==> src/rtl/presc_counter.sv <==
// presc_counter: prescaled modulo counter with load and terminal-count pulse.
// Define PRESC_COUNTER_UPDN_EN to honour dir (up/down); otherwise counts up only.
module presc_counter #(
  parameter int WIDTH = 4,
  parameter int DIV_BITS = 23,
  parameter logic [WIDTH-1:0] MAX_VAL = {WIDTH{1'b1}}
) (
  input  logic             clk,
  input  logic             re,
  input  logic             en,
  input  logic             load,
  input  logic [WIDTH-1:0] load_val,
  input  logic             dir,
  output logic [WIDTH-1:0] c,
  output logic             tc
);
  logic [DIV_BITS-1:0] presc_q, presc_d;
  logic [WIDTH-1:0] c_q, c_d, nxt_c, lim_val;
  logic tc_q, tc_d, step, wrap;
`ifdef PRESC_COUNTER_UPDN_EN
  always_comb begin
    nxt_c = dir ? ((c_q >= MAX_VAL) ? '0 : c_q + 1'b1) : ((c_q == '0) ? MAX_VAL : c_q - 1'b1);
    wrap  = dir ? (c_q >= MAX_VAL) : (c_q == '0);
  end
`else
  logic unused_dir;
  assign unused_dir = dir;
  always_comb begin
    nxt_c = (c_q >= MAX_VAL) ? '0 : c_q + 1'b1;
    wrap  = c_q >= MAX_VAL;
  end
`endif
  always_comb begin
    step    = en & ~load & (presc_q == '1);
    lim_val = (load_val > MAX_VAL) ? MAX_VAL : load_val;
    presc_d = load ? '0 : en ? presc_q + 1'b1 : presc_q;
    c_d     = load ? lim_val : step ? nxt_c : c_q;
    tc_d    = step & wrap;
  end
  always_ff @(posedge clk or negedge re) begin
    if (!re) begin
      presc_q <= '0;
      c_q     <= '0;
      tc_q    <= 1'b0;
    end else begin
      presc_q <= presc_d;
      c_q     <= c_d;
      tc_q    <= tc_d;
    end
  end
  assign c  = c_q;
  assign tc = tc_q;
endmodule

==> config.mk <==
export PLATFORM = sky130hd
export DESIGN_NAME = presc_counter
export DESIGN_NICKNAME = d
export VERILOG_FILES = /design/src/rtl/presc_counter.sv
export SDC_FILE = /design/constraint.sdc
export NUM_CORES = 1
export LEC_CHECK = 0
export CAP_MARGIN = 5
export CORE_MARGIN = 2
export CORE_UTILIZATION = 55
export CTS_CLUSTER_DIAMETER = 80
export DETAILED_ROUTE_END_ITERATION = 6
export PLACE_DENSITY = 0.77
export SLEW_MARGIN = 15
export SYNTH_ARGS = -nofsm -noshare
export SYNTH_HDL_FRONTEND = slang
export SYNTH_SLANG_ARGS = --single-unit
export TNS_END_PERCENT = 50
==> constraint.sdc <==
create_clock -name clk -period 3.3 [get_ports clk]
set_clock_uncertainty 0.15 [all_clocks]
set_input_delay 0.66 -clock clk [delete_from_list [all_inputs] [get_ports clk]]
set_output_delay 0.66 -clock clk [all_outputs]
set_load 0.02 [all_outputs]
Word level (Yosys, flattened, before mapping)
Index checks and enable logic that the tools add are counted.
- add/sub/neg operators: 2
- $lt $le $gt $ge: 2
- equal/unequal tests: 1
- muxes and demuxes: 6
- bitwise logic cells: 4
- reductions and logical operators: 2
- operators with widths (cell ; number):
    2-to-1 mux 23 bit ; 2
    adder 23 x 1 -> 23 bit, second input constant ; 1
    equality test 23 bit, second input constant ; 1
    2-to-1 mux 4 bit ; 4
    adder 4 x 1 -> 4 bit, second input constant ; 1
    >= comparator 4 bit, second input constant ; 1
    > comparator 4 bit, second input constant ; 1
    nonzero test 2 bit ; 2
    AND 1 bit ; 3
    NOT 1 bit ; 1
- bits in registers: 28
- bits of input ports: 9
- output and inout bits: 5
- logic and storage cells: 20

Logic depth before layout (Yosys ltp)
- depth after elaboration: 5
- mapped depth: 7
- gate-level depth less buffers: 5

Worst setup path after synthesis
OpenSTA, ideal clock, no wires.
- kind: input to register
- from: in en
- to: reg c_q[2] (netlist: c[2])
- setup time: 0.124 ns
- arrival time: 1.972 ns
- required time: 3.026 ns
- path slack: 1.054 ns
- stages: 5
- path buffers: 1
- cell sequence: nand4_4 or4_1 buf_2 o31a_1 o31a_1
- word-level cells in the longest chain between the ends: 3
- ends and longest elaborated chain (item ; RTL line ; source):
    from (decl) ; 10 ; input logic en,
    AND 1 bit (2 in series) ; 34 ; step = en & ~load & (presc_q == '1);
    nonzero test 2 bit (no line) ; - ;
    to (signal assigned) ; 43 ; c_q <= '0;
    to (signal assigned) ; 47 ; c_q <= c_d;
    to (decl) ; 18 ; logic [WIDTH-1:0] c_q, c_d, nxt_c, lim_val;
No other way between the ends.
A chain may end at the register's enable or synchronous reset.

Worst setup path in the final report
- from: in en
- to: reg presc_q[18]
- word-level cells in the longest chain between the ends: 1
- ends and longest elaborated chain (item ; RTL line ; source):
    nonzero test 2 bit (no line) ; - ;
    to (signal assigned) ; 46 ; presc_q <= presc_d;
    to (decl) ; 17 ; logic [DIV_BITS-1:0] presc_q, presc_d;
No other way between the ends.

==> run metrics <==
port bufs 12; Rel. slew slack 0.508; Avg Inst Size Synth 9.35 µm²; Die X between 50 and 60 µm; Critical Path Sink Type register; largest family of logic cells by synthesized area simple AND/OR/NAND/NOR gates; Flop pwr share 0.634; Detail Route Antenna Nets 0; mux share of post-synthesis cell area 0.00661; FMAX 0.377 GHz; syn nets approximately 170; post-layout minimum cycle time 2.66 ns; Seq cells post-synth 28; Int Pwr approximately 0.43 mW; Antenna diodes 0; clock latency at the later pin of the worst-skew pair about 0.32 ns; Post-Route WL around 2800 µm; Cell Area, Synth 1520 µm²; layout cells sized above 1 0.0471; htree depth 1; Leak around 0.67 nW; most area-hungry cell type in the Yosys netlist dfrtp_1; CP Class input pin to register; Synth Area in Adders 0.0165; PostCTS Resize Cnt 0; DR vias between 1000 and 1500; CTS buffer count 3; IO Count 14; Initial Util 0.564; CTS tree yes; Psw between 0.1 and 0.15 mW; Max Transition Viols Final 0; clock share of power 0.242; HPWL after DPL between 2000 and 2500 µm; Total GRT Usage 0.198; Die Y roughly 56 µm; synth top area cells dfrtp_1 46%, xor2_1 4.0%, a21oi_1 4.0%; area fraction in compound gates after synthesis 0.118; post-CTS setup repair buffer count 0; Comb power frac 0.124; Power Density between 300 and 400 nW/µm²; Netlist cell types 33; Finish-stage setup viols 0; HP Class register to register; # DRC 0; yosys warns 0; vias in the first global route around 1200; worst ir drop on vdd roughly 0.28 mV; Final GP Congestion around 0.75; first-pass GRT wire length 5040 µm; largest fanout on the critical path 14; first-pass detailed-route iteration total 4; RSZ-0062 raised after global routing false; antenna violations before repair 0; XOR/XNOR Fraction of Synth Area 0.0636; Sw Share 0.251; Worst EP arrival around 2.8 ns; clk sink count 28; max-cap violations 0; CORE AREA approximately 2700 µm²; Cells after Synth approximately 160; pin count of the biggest net entering global routing 29; Area Growth Syn to Fin 10.3%; grt total ovfl 0; DIE AREA approximately 3200 µm²; Via density between 6 and 7; post-synthesis simple-gate area fraction 0.294; num rows 19; hold buffers post-CTS 0; fin area about 1700 µm²; top cell type's share of synthesized area 0.462; drt wl/cell between 10 and 15 µm; status finished clean; CTS max path bufs 2; slew of the pin with the lowest slew margin ~0.74 ns; CTS clk-pin slew, worst paths about 0.15 ns; CP Launch Type input pin; Layout fillers 252; final hold viol count 0; Nets about 180; CTS Root Cell clkbuf_4; sequential area share after synthesis 0.462; Placed Area 1650 µm²; Setup TNS 0 ns; fin crit share 0.805; post-layout util 0.622; Detailed Route Iter0 Violations 31; Critical Path RT around 3.4 ns
## final timing paths
check,from,endpoint,slack [ns],cells past startpoint
min in group asynchronous,re,presc_q[14]$_DFFE_PN0P_,0.54,2
max in group asynchronous,re,presc_q[1]$_DFFE_PN0P_,2.20,2
hold / removal,presc_q[1]$_DFFE_PN0P_,presc_q[1]$_DFFE_PN0P_,0.42,2
hold reg to reg,presc_q[1]$_DFFE_PN0P_,presc_q[1]$_DFFE_PN0P_,0.42,2
setup reg to reg,presc_q[0]$_DFFE_PN0P_,presc_q[18]$_DFFE_PN0P_,1.00,6
setup / recovery,en,presc_q[18]$_DFFE_PN0P_,0.64,6
## registers in the layout, summed over array words and instances, names as in the netlist
name	count
tc	1
presc_q	23
c	4
## critical path, cell delays in order
cell             delay, ns
clkdlybuf4s50_1       0.63
nand4_4               0.19
or4_1                 0.58
buf_4                 0.20
or3_1                 0.34
a21oi_1               0.15
## routing by layer
layer  vias to the layer above  share of wire  global-route usage
met2                        14           0.48               0.322
met1                       588           0.48               0.263
li1                        615              -                   -
met5                         -              0                   0
met3                         4          0.027              0.0346
met4                         0          0.012              0.0782
## metrics by stage
step	hold slack (ns)	cells	worst slack [ns]	power, mW
after floorplan	0.214	162	1.05	0.403
final	0.421	201	0.644	0.570
after global routing	0.456	201	0.521	0.591
after CTS	0.427	201	0.635	0.575
after detailed placement	0.392	198	0.283	0.440
after global placement	0.375	198	0.360	0.435
## final cells by class
| cell class | instances | area, µm² | share of cell area |
|---|---|---|---|
| multi-input combinational | 121 | 756 | 0.452 |
| inverter | 3 | 11.3 | 0.00674 |
| tap | 31 | 38.8 | 0.0232 |
| sequential | 28 | 701 | 0.419 |
| timing repair buffer | 15 | 143 | 0.0853 |
| clock buffer | 3 | 22.5 | 0.0135 |
## Yosys cell counts
master / n
a2111o_1: 1
a21oi_1: 12
a22oi_1: 3
and2_1: 1
and3_1: 3
and4_1: 5
buf_2: 2
buf_6: 1
clkbuf_1: 7
dfrtp_1: 28
ha_1: 2
inv_1: 3
mux2i_1: 1
nand2_1: 10
nand2b_1: 2
nand3_1: 12
nand4_1: 7
nand4_4: 1
nand4b_1: 2
nor2_1: 13
nor2b_1: 3
nor3_1: 2
nor4_1: 3
o21ai_0: 5
o21ai_1: 4
o31a_1: 2
o31ai_1: 3
or2_0: 1
or3_1: 7
or3_2: 1
or4_1: 4
xnor2_1: 4
xor2_1: 7
## layout by cell type (no fill, tap or decap), drive strengths merged, types with 2 or more instances in the layout
master,instances
nor2,13
clkdlybuf4s50,12
a21oi,12
nand4,8
nor4,3
buf,3
clkbuf,3
or3,8
or4,4
xnor2,4
a22oi,3
nand2b,2
ha,2
and3,3
dfrtp,28
and4,5
xor2,7
nor2b,3
nand2,10
nand3,12
nand4b,2
o31ai,3
o21ai,9
inv,3
nor3,2
o31a,2
## power by group through the flow
stage               clock network (mW)  logic, mW  registers [mW]
floorplan                            0     0.0311           0.372
global placement                     0     0.0688           0.367
detailed placement                   0     0.0715           0.368
CTS                              0.142     0.0719           0.362
global route                     0.149     0.0784           0.363
finish                           0.138     0.0705           0.361
## cells by family (layout without fill, tap and decap cells)
| logic type | Yosys count | count (layout) |
|---|---|---|
| multiplexers | 1 | 1 |
| XOR/XNOR | 11 | 11 |
| adder cells (fa/ha/maj) | 2 | 2 |
| AND/OR/NAND/NOR | 77 | 77 |
| AO/OA/AOI/OAI | 30 | 30 |
| buffers and inverters | 13 | 21 |
| flip-flops | 28 | 28 |
Power figures use the tool's default switching activity.
